### config.mk
export PLATFORM = sky130hd
export DESIGN_NAME = cond_logic
export DESIGN_NICKNAME = d
export VERILOG_FILES = /design/src/rtl/cond_logic_pkg.sv /design/src/rtl/cond_logic_cond_check.sv /design/src/rtl/cond_logic.sv
export SDC_FILE = /design/constraint.sdc
export NUM_CORES = 1
export LEC_CHECK = 0
export BUFFER_PORTS_ARGS = -buffer_cell sky130_fd_sc_hd__buf_4
export CORE_MARGIN = 2
export CORE_UTILIZATION = 36
export DETAILED_ROUTE_END_ITERATION = 12
export PLACE_DENSITY = 0.77
export SLEW_MARGIN = 10
export SYNTH_ARGS = -nofsm -noshare
export SYNTH_HDL_FRONTEND = slang
export SYNTH_SLANG_ARGS = --single-unit
### constraint.sdc
create_clock -name clk -period 1.78 [get_ports clk]
set_input_delay 0.089 -clock clk [delete_from_list [all_inputs] [get_ports clk]]
set_output_delay 0.089 -clock clk [all_outputs]
set_load 0.03 [all_outputs]
### src/rtl/cond_logic_pkg.sv
// Shared definitions for the conditional-execution stage: condition codes,
// NZCV bit positions within the flag register, FlagW bit positions.
package cond_logic_pkg;

  // Instr[31:28] condition encodings
  localparam logic [3:0] COND_EQ = 4'b0000;
  localparam logic [3:0] COND_NE = 4'b0001;
  localparam logic [3:0] COND_CS = 4'b0010;
  localparam logic [3:0] COND_CC = 4'b0011;
  localparam logic [3:0] COND_MI = 4'b0100;
  localparam logic [3:0] COND_PL = 4'b0101;
  localparam logic [3:0] COND_VS = 4'b0110;
  localparam logic [3:0] COND_VC = 4'b0111;
  localparam logic [3:0] COND_HI = 4'b1000;
  localparam logic [3:0] COND_LS = 4'b1001;
  localparam logic [3:0] COND_GE = 4'b1010;
  localparam logic [3:0] COND_LT = 4'b1011;
  localparam logic [3:0] COND_GT = 4'b1100;
  localparam logic [3:0] COND_LE = 4'b1101;
  localparam logic [3:0] COND_AL = 4'b1110;
  localparam logic [3:0] COND_NV = 4'b1111;  // unused encoding, never executes

  // Bit positions inside the {N,Z,C,V} vectors
  localparam int FLAG_N = 3;
  localparam int FLAG_Z = 2;
  localparam int FLAG_C = 1;
  localparam int FLAG_V = 0;

  // FlagW bit positions: upper half writes N,Z, lower half writes C,V
  localparam int FLAGW_NZ = 1;
  localparam int FLAGW_CV = 0;

  typedef struct packed {
    logic n;
    logic z;
    logic c;
    logic v;
  } nzcv_t;

  // Unpack a raw 4-bit flag vector using the named bit positions
  function automatic nzcv_t to_nzcv(input logic [3:0] f);
    nzcv_t r;
    r.n = f[FLAG_N];
    r.z = f[FLAG_Z];
    r.c = f[FLAG_C];
    r.v = f[FLAG_V];
    return r;
  endfunction

endpackage

### src/rtl/cond_logic_cond_check.sv
// cond_check: purely combinational condition evaluator.
// Compares the instruction Cond field against the registered NZCV flags.
module cond_check
  import cond_logic_pkg::*;
(
  input  logic [3:0] Cond,
  input  logic [3:0] Flags,
  output logic       CondEx
);

  nzcv_t f;
  logic  ge;

  assign f  = to_nzcv(Flags);
  assign ge = (f.n == f.v);

  // Condition table; the unused encoding resolves to 0 so CondEx is never X
  always_comb begin
    CondEx = 1'b0;
    case (Cond)
      COND_EQ: CondEx = f.z;
      COND_NE: CondEx = ~f.z;
      COND_CS: CondEx = f.c;
      COND_CC: CondEx = ~f.c;
      COND_MI: CondEx = f.n;
      COND_PL: CondEx = ~f.n;
      COND_VS: CondEx = f.v;
      COND_VC: CondEx = ~f.v;
      COND_HI: CondEx = f.c & ~f.z;
      COND_LS: CondEx = ~f.c | f.z;
      COND_GE: CondEx = ge;
      COND_LT: CondEx = ~ge;
      COND_GT: CondEx = ~f.z & ge;
      COND_LE: CondEx = f.z | ~ge;
      COND_AL: CondEx = 1'b1;
      default: CondEx = 1'b0;
    endcase
  end

endmodule

### src/rtl/cond_logic.sv
// cond_logic: conditional-execution stage behind the instruction decoder.
// Holds the NZCV flag register, gates the decoder write strobes with the
// condition result and the retire enable, and optionally counts
// executed/squashed retires (define CONDLOGIC_PERF_EN to build the counters).
module cond_logic
  import cond_logic_pkg::*;
#(
  parameter int CNT_W = 32
) (
  input  logic             clk,
  input  logic             reset,
  input  logic             en,
  input  logic [3:0]       Cond,
  input  logic [3:0]       ALUFlags,
  input  logic [1:0]       FlagW,
  input  logic             PCS,
  input  logic             RegW,
  input  logic             MemW,
  output logic             PCSrc,
  output logic             RegWrite,
  output logic             MemWrite,
  output logic             CondEx,
  output logic [3:0]       Flags,
  output logic [CNT_W-1:0] ExecCnt,
  output logic [CNT_W-1:0] SquashCnt
);

  logic retire_pass;
  logic wr_nz;
  logic wr_cv;

  // Condition is judged on the registered flags only; there is no bypass
  // from ALUFlags, so a flag write is seen by the following instruction.
  cond_check u_cond_check (
    .Cond   (Cond),
    .Flags  (Flags),
    .CondEx (CondEx)
  );

  assign retire_pass = en & CondEx;
  assign wr_nz       = retire_pass & FlagW[FLAGW_NZ];
  assign wr_cv       = retire_pass & FlagW[FLAGW_CV];

  assign PCSrc    = PCS  & retire_pass;
  assign RegWrite = RegW & retire_pass;
  assign MemWrite = MemW & retire_pass;

  // N,Z half of the flag register, written only by a passing retire
  always_ff @(posedge clk or posedge reset) begin
    if (reset) begin
      Flags[FLAG_N] <= 1'b0;
      Flags[FLAG_Z] <= 1'b0;
    end else if (wr_nz) begin
      Flags[FLAG_N] <= ALUFlags[FLAG_N];
      Flags[FLAG_Z] <= ALUFlags[FLAG_Z];
    end
  end

  // C,V half of the flag register, independent of the N,Z half
  always_ff @(posedge clk or posedge reset) begin
    if (reset) begin
      Flags[FLAG_C] <= 1'b0;
      Flags[FLAG_V] <= 1'b0;
    end else if (wr_cv) begin
      Flags[FLAG_C] <= ALUFlags[FLAG_C];
      Flags[FLAG_V] <= ALUFlags[FLAG_V];
    end
  end

`ifdef CONDLOGIC_PERF_EN
  localparam logic [CNT_W-1:0] CNT_MAX = '1;

  // Exactly one counter moves per retire; both saturate instead of wrapping
  always_ff @(posedge clk or posedge reset) begin
    if (reset) begin
      ExecCnt   <= '0;
      SquashCnt <= '0;
    end else if (en) begin
      if (CondEx) begin
        if (ExecCnt != CNT_MAX) ExecCnt <= ExecCnt + 1'b1;
      end else begin
        if (SquashCnt != CNT_MAX) SquashCnt <= SquashCnt + 1'b1;
      end
    end
  end
`else
  // Counters not built; ports kept so the same bench drives both builds
  assign ExecCnt   = '0;
  assign SquashCnt = '0;
`endif

endmodule

# Word level (Yosys, flattened, before mapping)
# Cells that the tools add are included.
# totals
input_bits,16
regBits,4
out_inout_bits,72
# op_classes
n_bitwise,15
eq_ne,15
mux,1
n_reduce_logical,1
# op_table
cell,count
4-bit == test (second input constant),7
4-bit by 3-bit == test with 1-bit output (second input constant),4
1-bit one-hot mux with 15 select lines,1
1-bit bitwise AND,8
4-bit by 2-bit == test with 1-bit output (second input constant),2
1-bit inverter,5
4-bit by 1-bit == test with 1-bit output (second input constant),1
4-bit logical NOT,1
1-bit OR,2
1-bit == test,1

# Logic depth before layout (Yosys ltp)
# Gate-level depths: netlist of run 1.
# logic_depth
word_depth,6
depth_mapped,6
ltp_nobuf,5

# Modules after synthesis
# From an unflattened synthesis of run 1, not the netlist that was laid out.
# unflattened
hier_cells,107
area_unflattened_um2,859.6
# modules_own_cells
mod,seq_area_each_um2,cells_per_inst,instances,area_per_inst_um2
cond_logic,100.1,79,1,665.6
cond_check,0.0,28,1,193.9

# Worst setup path before layout of run 1
# OpenSTA, ideal clock, no wires.
# synth_path
kind,flip-flop to output port
from,reg Flags[1]
to,out MemWrite
arrival_time_ns,1.861
path_slack_ns,-0.170
path_stages_with_launch,6
cell_sequence,dfrtp_1 > or3b_1 > a21oi_1 > and4bb_4 > o21a_1 > nor2_1
# synth_via
elab_chain_len,5
word_cells_on_any_way,6
# synth_lines
element,line,text
from (decl),cond_logic.sv:23,"output logic [3:0] Flags,"
"from (signal, indexed assignment)",cond_logic.sv:65,Flags[FLAG_C] <= ALUFlags[FLAG_C];
"from (signal, indexed assignment)",cond_logic.sv:66,Flags[FLAG_V] <= ALUFlags[FLAG_V];
1-bit inverter,"cond_logic_cond_check.sv:24, cond_logic_cond_check.sv:30",
1-bit OR,cond_logic_cond_check.sv:30,COND_LS: CondEx = ~f.c | f.z;
1-bit one-hot mux with 15 select lines (*),cond_logic_cond_check.sv:20,case (Cond)
1-bit bitwise AND (*),cond_logic.sv:40,assign retire_pass = en & CondEx;
1-bit bitwise AND (*),cond_logic.sv:46,assign MemWrite = MemW & retire_pass;
to (decl),cond_logic.sv:21,"output logic MemWrite,"
# Mark *: on every way between the ends. The rest lies on a longest branch, timed or not.

# Final worst setup path of run 1
# Ends and elaborated chain as after synthesis.

==> results.yml, run 1 <==
placement:
  place_hpwl_um: 1170
  finalWeightedCongestion: 0.767
  portBuffers: 23
sta:
  finClkSkew_ns: 0.00587
  worst_slack_ns: -0.0418
  maxSlewViolCount: 0
  fmax_mhz: 549
  fin_crit_sh_pct: 102
  rsz0062_at_grt: "true"
  fin_crit_ns: 1.82
  whs_ns: 0.0843
  finalSetupTns_ns: -0.149
  finalHoldViolations: 0
  setup_violations: 4
critical_path:
  cp.required_ns: 1.69
  path_max_fanout: 4
  rrSetupSlack_ns: 0.01
  r2r-end: "Flags[1]"
  crit_arrival_ns: 1.73
  rr_startpoint: "Flags[1]"
  cp-start-kind: "flip-flop"
  crit_type: "flip-flop to primary output"
  cp-end-kind: "primary output"
  reg2reg_depth: 6
yosys:
  syn_area_per_cell_um2: 8.16
  yosysMostFrequentCell: "buf_4"
  ys_types: 23
  synthArstFlopShare_pct: 100
  syn_area_um2: 913
  synth-main-ff-cell: "dfrtp_1"
  synth_cells: 112
  netlist.area_leader.share_pct: 53.4
  synth_area_leaders: "buf_4, dfrtp_1, mux2_1"
  ys_seq_area_share_pct: 11.0
  yosys_warnings: 0
  synth_common_cells: "buf_4, nand2_1, nor2_1, dfrtp_1"
  synth-edff-count: 0
  synth-seq-cells: 4
  yosysTopAreaCell: "buf_4"
power:
  power_density_nw_per_um2: 993
  cellLeakagePower_nw: 0.537
  ir_worst_vdd_v: 0.000580
  p_total_mw: 1.01
clock_network:
  cts.sinks: 4
  cts_root_buffer: "clkbuf_4"
  cts_max_level: 1
  cts_max_path_buffers: 2
  cts.clk_slew.worst_paths_ns: 0.04
  clock_latency_ns: 0.23
  cts_buffers: 3
  cts_tree: "done"
final_layout:
  antenna_cells: 0
  synthToLayoutAreaGrowth_pct: 11.8
  num-nets-final: 158
  largest_register_ffs: 4
  top_register: "Flags"
  largestRegisters: "Flags (4)"
  layout-drive-gt1-share_pct: 35.5
route:
  routed_wl_um: 1390
  via_count: 626
  wl_per_cell_um: 8.11
  viasPerCell: 3.66
  drc: 0
  first_pass_iters: 4
  ant_nets: 0
  drt_iter0_markers: 8
run_status:
  status: "finished, violations left"
  violations: "setup timing"
min_path:
  hp-start: "ALUFlags[2]"
  holdPathStages: 2
  min_path_type: "input pin to flip-flop"
  hold_end: "Flags[2]"
floorplan:
  std_cell_rows: 18
  die_area_um2: 2960
  coreArea_um2: 2430
  die_height_um: 54.4
  die-width_um: 54.4
  initial_utilization_pct: 37.6
  io_pins: 88
global_routing:
  gr-total-overflow: 0
  grt_pass1_wl_um: 1880
  grt_pass1_vias: 452
  antenna_found_initial: 0
  grt.total_usage_pct: 8.85
  grt_start_max_net_pins: 12
run:
  cap_violations: 0
-- cells in the final DEF (no fill, tap or decap) --
cell | netlist | final
nor4b_1 | 1 | 1
conb_1 | 1 | 64
clkbuf_4 | 0 | 3
inv_1 | 2 | 2
dfrtp_2 | 0 | 3
nand3b_1 | 1 | 1
buf_4 | 65 | 22
nand2_1 | 6 | 6
or2b_1 | 1 | 1
dlygate4sd3_1 | 0 | 1
and4bb_4 | 1 | 1
o21bai_2 | 2 | 2
dfrtp_1 | 4 | 1
and3b_1 | 2 | 2
buf_6 | 0 | 4
nor2_2 | 0 | 1
xnor2_1 | 2 | 2
mux2_4 | 2 | 5
o21a_4 | 0 | 1
a22oi_2 | 0 | 1
a21oi_1 | 3 | 3
o22ai_4 | 0 | 2
nor2b_1 | 2 | 2
mux2i_2 | 0 | 2
nor3b_1 | 2 | 2
nor2_4 | 0 | 3
clkbuf_1 | 0 | 1
nor2_1 | 5 | 1
or3b_1 | 1 | 1
-- cells by family (layout without fill, tap and decap cells) --
kind of cell,Yosys count,count (layout),share of synthesized area [%]
multiplexers,7,7,9.18
buffers and inverters,67,33,54.2
flip-flops,4,4,11.0
XOR/XNOR,2,2,1.92
AND/OR/NAND/NOR,22,22,14.8
other,1,64,0.411
AO/OA/AOI/OAI,9,9,8.49
-- report_power, final --
part	switching (mW)	leakage, nW	internal (mW)
Sequential	0.0526	0.0439	0.135
Clock	0.0362	0.0150	0.0841
Combinational	0.431	0.478	0.276
Total	0.519	0.537	0.495
-- critical path, stage by stage (launching register included) --
cell and delay, ns:
dfrtp_2 0.36, or3b_1 0.34, a21oi_1 0.13, and4bb_4 0.21, o21a_4 0.25, nor2_4 0.08, buf_6 0.13
-- repair_timing --
item / 4_1_cts / 5_1_grt
buffers inserted: 3 / 0
hold buffers: 1 / 0
gates resized for setup: 14 / 4
setup endpoints to repair: 4 / 8
pin swaps: 7 / 3
endpoints found under the hold margin: 4 / 0
-- cell type report --
class	count	area, um^2
Timing Repair Buffer	27	220
Multi-Input combinational cell	104	626
Sequential cell	4	104
Clock buffer	4	26.3
Fill cell	256	1410
Tap cell	30	37.5
Inverter	2	7.51
-- per-layer routing --
metal | part of all wire (%) | GRT usage (%) | wire, um | up-vias
li1 | - | - | - | 292
met1 | 36 | 11.3 | 495 | 286
met2 | 51 | 13.7 | 706 | 46
met3 | 12 | 3.01 | 172 | 2
met4 | 0.87 | 3.33 | 12 | 0
met5 | 0 | 0 | 0 | -
-- per-stage QoR --
step	worst slack, ns	instance area [um^2]	utilization, %	cells
2_1_floorplan	0.0131	1160	-	175
3_3_place_gp	0.0647	883	36.3	163
3_5_place_dp	0.0451	883	36.3	163
4_1_cts	-0.0677	1010	41.4	171
5_1_grt	-0.105	1020	42.0	171
6_report	-0.0418	1020	42.0	171
-- how the worst max path moves through the flow --
stage	from	end	slack, ns	cells after the start
after floorplan	Flags[0]	Flags[1]	0.01	5
after global placement	Flags[1]	Flags[3]	0.06	5
after detailed placement	Flags[1]	Flags[1]	0.05	5
after CTS	Flags[1]	RegWrite	-0.07	6
after global routing	Flags[1]	PCSrc	-0.10	6
final	Flags[1]	MemWrite	-0.04	6
(Power assumes the default switching activity.)
==> inputs of run 2 (changes only) <==
ABC_AREA = 1   (was unset)
CORE_MARGIN = unset   (was 2)
==> run 2 against run 1 <==
The run now ends clean. Clock power down 6%. Combinational power down 3%. Largest power group unchanged. Clock-buffer cell count down 1. Setup slack better by 0.17 ns. Register-to-register slack better by 0.33 ns. Fmax up 11%.
==> results.yml, run 2 <==
floorplan:
  initial_utilization_pct: 39.4
  std_cell_rows: 17
  die_height_um: 52.2
  coreArea_um2: 2300
  io_pins: 88
  die_area_um2: 2720
  die-width_um: 52.2
sta:
  maxSlewViolCount: 0
  setup_violations: 0
  rsz0062_at_grt: "false"
  finalSetupTns_ns: 0
  finalHoldViolations: 0
  fin_crit_sh_pct: 92.6
  fmax_mhz: 607
  finClkSkew_ns: 0.00278
  fin_crit_ns: 1.65
  worst_slack_ns: 0.132
clock_network:
  clock_latency_ns: 0.24
  cts_root_buffer: "clkbuf_4"
  cts_max_path_buffers: 2
  cts_max_level: 1
  cts.clk_slew.worst_paths_ns: 0.04
  cts_buffers: 3
  cts_tree: "done"
  cts.sinks: 4
power:
  power_density_nw_per_um2: 1060
  pwr-share-comb_pct: 69.7
  p_sw_share_pct: 57.9
  ir_worst_vdd_v: 0.000626
  switching_power_mw: 0.571
  p_clk_share_pct: 11.5
  intPower_mw: 0.415
  cellLeakagePower_nw: 0.616
  p_total_mw: 0.986
  p_seq_share_pct: 18.8
yosys:
  synth_common_cells: "buf_4, nand2_1, inv_1, nor2_1, nand3_1"
  synth_area_leaders: "buf_4, nand2_1, dfrtp_1"
  yosys_warnings: 0
  syn_area_um2: 906
  netlist.area_leader.share_pct: 53.0
  synth-seq-cells: 4
  ys_seq_area_share_pct: 11.0
  syn_area_per_cell_um2: 6.33
  ys_types: 13
  yosysMostFrequentCell: "buf_4"
  yosysTopAreaCell: "buf_4"
  synth-main-ff-cell: "dfrtp_1"
  synthArstFlopShare_pct: 100
  synth_cells: 143
  synth-edff-count: 0
global_routing:
  grt_start_max_net_pins: 9
  antenna_found_initial: 0
  gr-total-overflow: 0
  grt_pass1_vias: 461
  grt.total_usage_pct: 8.71
  grt_pass1_wl_um: 1740
route:
  wl_per_cell_um: 6.76
  viasPerCell: 3.60
  first_pass_iters: 4
  drc: 0
  routed_wl_um: 1350
  via_count: 719
  drt_iter0_markers: 10
  ant_nets: 0
final_layout:
  largestRegisters: "Flags (4)"
  antenna_cells: 0
  num-nets-final: 190
  final_common_cell: "conb_1"
  layout_common_cells: "conb_1, nand2_1, buf_4"
  fin_area_um2: 930
  top_register: "Flags"
  layout-drive-gt1-share_pct: 20.9
  synthToLayoutAreaGrowth_pct: 2.62
  largest_register_ffs: 4
  fin_cells: 200
critical_path:
  cp-start-kind: "flip-flop"
  critPathMaxStageDelay_ns: 0.40
  cp_slowest_cell: "dfrtp_1"
  crit_arrival_ns: 1.56
  rrSetupSlack_ns: 0.34
  r2r-end: "Flags[3]"
  crit_type: "flip-flop to primary output"
  rr_startpoint: "Flags[1]"
  path_max_fanout: 4
  cp.required_ns: 1.69
  crit_top_cell: "nand2_1"
  cp_cell_sequence: "inv_1 > a21oi_1 > nand2_1 > nand2_1 > nand2_1 > nor2_2 > nand2_4 > nand2_2 > nor2_1 > buf_4"
  cp-end-kind: "primary output"
  reg2reg_depth: 10
min_path:
  holdPathStages: 3
  hold_end: "Flags[1]"
  hp-start: "ALUFlags[1]"
  min_path_type: "input pin to flip-flop"
placement:
  place_worst_setup_slack_ns: 0.290
  placedCellCount: 193
  finalWeightedCongestion: 0.936
  place_hpwl_um: 1140
  place_area_um2: 870
  portBuffers: 23
run_status:
  status: "completed"
run:
  cap_violations: 0
==> run 2: cell types whose count changed in the layout (fill, tap and decap cells not counted), moves of 4 or more <==
cell     before  now
nand3_1       0    6
buf_6         4    0
nor2_1        1    9
mux2_4        5    0
inv_1         2   13
nand4_1       0    4
buf_4        22   26
nand2_1       6   32
==> run 2: power groups by stage <==
stage	sequential [mW]	clock, mW	combinational, mW
after global routing	0.190	0.128	0.741
after CTS	0.190	0.117	0.631
after global placement	0.190	0	0.628
final	0.186	0.113	0.687
after floorplan	0.262	0	0.499
after detailed placement	0.191	0	0.629
==> run 2: worst max-delay path, delay by kind of cell (launching register included) <==
kind,cells,cell delay (ns)
AND/OR/NAND/NOR,7,0.50
flip-flops,1,0.40
buffers and inverters,2,0.24
AO/OA/AOI/OAI,1,0.18
==> run 2: cell families after synthesis <==
group	Yosys count	share of synthesized area (%)
AO/OA/AOI/OAI	2	1.11
buffers and inverters	78	58.8
flip-flops	4	11.1
other	1	0.414
AND/OR/NAND/NOR	58	28.6
==> run 2: how the worst max path moves through the flow <==
stage | startpoint | end | cells after the start
CTS | Flags[3] | RegWrite | 11
floorplan | Flags[3] | MemWrite | 10
finish | Flags[1] | PCSrc | 10
detailed placement | Flags[3] | RegWrite | 11
global placement | Flags[0] | RegWrite | 12
global route | Flags[3] | RegWrite | 12
==> run 2: per-layer routing <==
| layer | part of all wire [%] | GRT usage [%] | up-vias | wire length [um] |
|---|---|---|---|---|
| li1 | - | - | 369 | - |
| met1 | 40 | 11.3 | 296 | 539 |
| met2 | 47 | 12.8 | 52 | 633 |
| met3 | 13 | 2.92 | 2 | 170 |
| met4 | 0.59 | 3.95 | 0 | 8 |
| met5 | 0 | 0 | - | 0 |
==> run 2: timing repair <==
action,in CTS,in global routing
gates resized for setup,0,3
endpoints found under the setup margin,0,3
endpoints found under the hold margin,4,0
hold buffers,1,0
setup buffers,0,3
==> run 2: layout make-up <==
cell class / count / area [um^2]
Clock buffer: 3 / 22.5
Fill cell: 261 / 1370
Inverter: 14 / 52.6
Multi-Input combinational cell: 124 / 514
Sequential cell: 4 / 100
Tap cell: 28 / 35.0
Timing Repair Buffer: 27 / 205
==> run 2: through the flow <==
| step | hold WS, ns | util [%] |
|---|---|---|
| 6_report | 0.104 | 40.5 |
| 5_1_grt | 0.103 | 40.5 |
| 4_1_cts | 0.0995 | 39.3 |
| 3_5_place_dp | -0.0156 | 37.9 |
| 3_3_place_gp | -0.0170 | 37.9 |
| 2_1_floorplan | -0.145 | - |
==> inputs of run 3 (changes only) <==
BUFFER_PORTS_ARGS = unset   (was -buffer_cell sky130_fd_sc_hd__buf_4)
CORE_UTILIZATION = 45   (was 36)
DONT_BUFFER_PORTS = 1   (was unset)
PLACE_DENSITY = 0.57   (was 0.77)
==> run 3 against run 2 <==
Setup slack worse by 0.051 ns. Power is 1.3% lower. Combinational power is 2% lower. Clock skew is 0.00080 ns lower. The flow now finishes with violations (hold timing). Critical endpoint is now MemWrite. Critical path type unchanged. Clock-buffer cell count stayed put.
==> results.yml, run 3 (same netlist as run 2, synthesis figures left out) <==
final_layout:
  num-nets-final: 176
  antenna_cells: 0
  fin_cells: 183
  final_common_cell: "conb_1"
  top_register: "Flags"
  utilization_pct: 45.8
  largest_register_ffs: 4
  layout_common_cells: "conb_1, nand2_1, inv_1"
  layout-drive-gt1-share_pct: 12.7
  synthToLayoutAreaGrowth_pct: -8.84
  largestRegisters: "Flags (4)"
  fin_area_um2: 826
placement:
  finalWeightedCongestion: 0.752
  place_hpwl_um: 1120
  place_worst_setup_slack_ns: 0.287
  placedCellCount: 175
  place_area_um2: 753
  portBuffers: 0
sta:
  finClkSkew_ns: 0.00198
  fin_crit_sh_pct: 95.4
  whs_ns: -0.00391
  worst_slack_ns: 0.0817
  setup_violations: 0
  fin_crit_ns: 1.70
  maxSlewViolCount: 0
  finalSetupTns_ns: 0
  fmax_mhz: 589
  rsz0062_at_grt: "true"
  finalHoldViolations: 2
critical_path:
  cp-end-kind: "primary output"
  path_max_fanout: 8
  rr_startpoint: "Flags[0]"
  critPathMaxStageDelay_ns: 0.38
  crit_type: "flip-flop to primary output"
  startpoint: "Flags[0]"
  cp_slowest_cell: "dfrtp_1"
  cp.required_ns: 1.69
  crit_buf_inv: 2
  cp-start-kind: "flip-flop"
  cp_cell_sequence: "inv_1 > nand2_1 > nand2_1 > nand2_1 > nand2_1 > nand2_1 > nand2_1 > nor2_2 > nand2_4 > nand2_4 > nor2_1 > buf_4"
  crit_top_cell: "nand2_1"
  cp_top_family: "simple AND/OR/NAND/NOR gates"
  crit_arrival_ns: 1.61
global_routing:
  grt.total_usage_pct: 12.0
  gr-total-overflow: 0
  grt_start_max_net_pins: 9
  antenna_found_initial: 0
  grt_pass1_wl_um: 1840
  grt_pass1_vias: 504
run:
  cap_violations: 0
floorplan:
  die-width_um: 46.9
  std_cell_rows: 15
  initial_utilization_pct: 50.3
  io_pins: 88
  die_area_um2: 2200
  die_height_um: 46.9
  coreArea_um2: 1800
clock_network:
  cts_tree: "done"
  cts_root_buffer: "clkbuf_4"
  cts_max_path_buffers: 2
  clock_latency_ns: 0.25
  cts_buffers: 3
  cts.sinks: 4
  cts_max_level: 1
  cts.clk_slew.worst_paths_ns: 0.04
route:
  via_count: 688
  routed_wl_um: 1370
  drc: 0
  wl_per_cell_um: 7.49
  first_pass_iters: 4
  viasPerCell: 3.76
  drt_iter0_markers: 7
  ant_nets: 0
power:
  cellLeakagePower_nw: 0.553
  switching_power_mw: 0.578
  p_seq_share_pct: 18.1
  pwr-share-comb_pct: 69.4
  intPower_mw: 0.395
  p_sw_share_pct: 59.4
  p_total_mw: 0.973
  p_clk_share_pct: 12.5
  ir_worst_vdd_v: 0.000588
  power_density_nw_per_um2: 1180
run_status:
  status: "finished, violations left"
  violations: "hold timing"
min_path:
  hp-start: "en"
  min_path_type: "input pin to flip-flop"
## run 3: cell count changes in the layout (fill, tap and decap cells not counted)
cell,before,now
nand2_4,1,2
dlygate4sd3_1,1,2
buf_4,26,11
nor2_1,9,10
nor2_2,2,1
nand2_2,1,0
## run 3: layout make-up
type	count	area, um^2
Clock buffer	3	22.5
Timing Repair Buffer	13	103
Inverter	14	52.6
Multi-Input combinational cell	124	517
Fill cell	202	976
Tap cell	25	31.3
Sequential cell	4	100
## run 3: repair_timing
action,in CTS,in global routing
resized for setup,0,3
hold buffers,2,0
setup endpoints to repair,0,3
endpoints found under the hold margin,5,0
setup buffers,0,3
## run 3: routing by layer
layer	routed length [um]	GRT usage, %
met5	0	0
met4	22	6.86
met3	173	3.46
met2	708	21.4
met1	467	12.5
## run 3: final timing paths
check	to	slack, ns	cells past startpoint
worst max-delay path	MemWrite	0.08	12
worst min-delay path	Flags[0]	-0.004	2
min in group asynchronous	Flags[1]	0.17	2
max in group asynchronous	Flags[2]	1.46	2
worst min register to register	Flags[1]	0.71	3
worst max register to register	Flags[1]	0.31	13
## run 3: power by group through the flow
stage	Sequential, mW	Clock (mW)	Combinational, mW
2_1_floorplan	0.262	0	0.499
3_3_place_gp	0.174	0	0.613
3_5_place_dp	0.175	0	0.619
4_1_cts	0.174	0.119	0.623
5_1_grt	0.184	0.132	0.730
6_report	0.176	0.122	0.675
## run 3: worst reg2reg max path: stages, from the launching register on
cell and delay, ns:
dfrtp_1 0.38, inv_1 0.07, nand2_1 0.07, nand2_1 0.07, nand2_1 0.08, nand2_1 0.05, nand2_1 0.05, nand2_1 0.05
nor2_2 0.15, nand2_4 0.11, buf_4 0.16, nand3_2 0.06, nand2_1 0.05, nand2_1 0.05
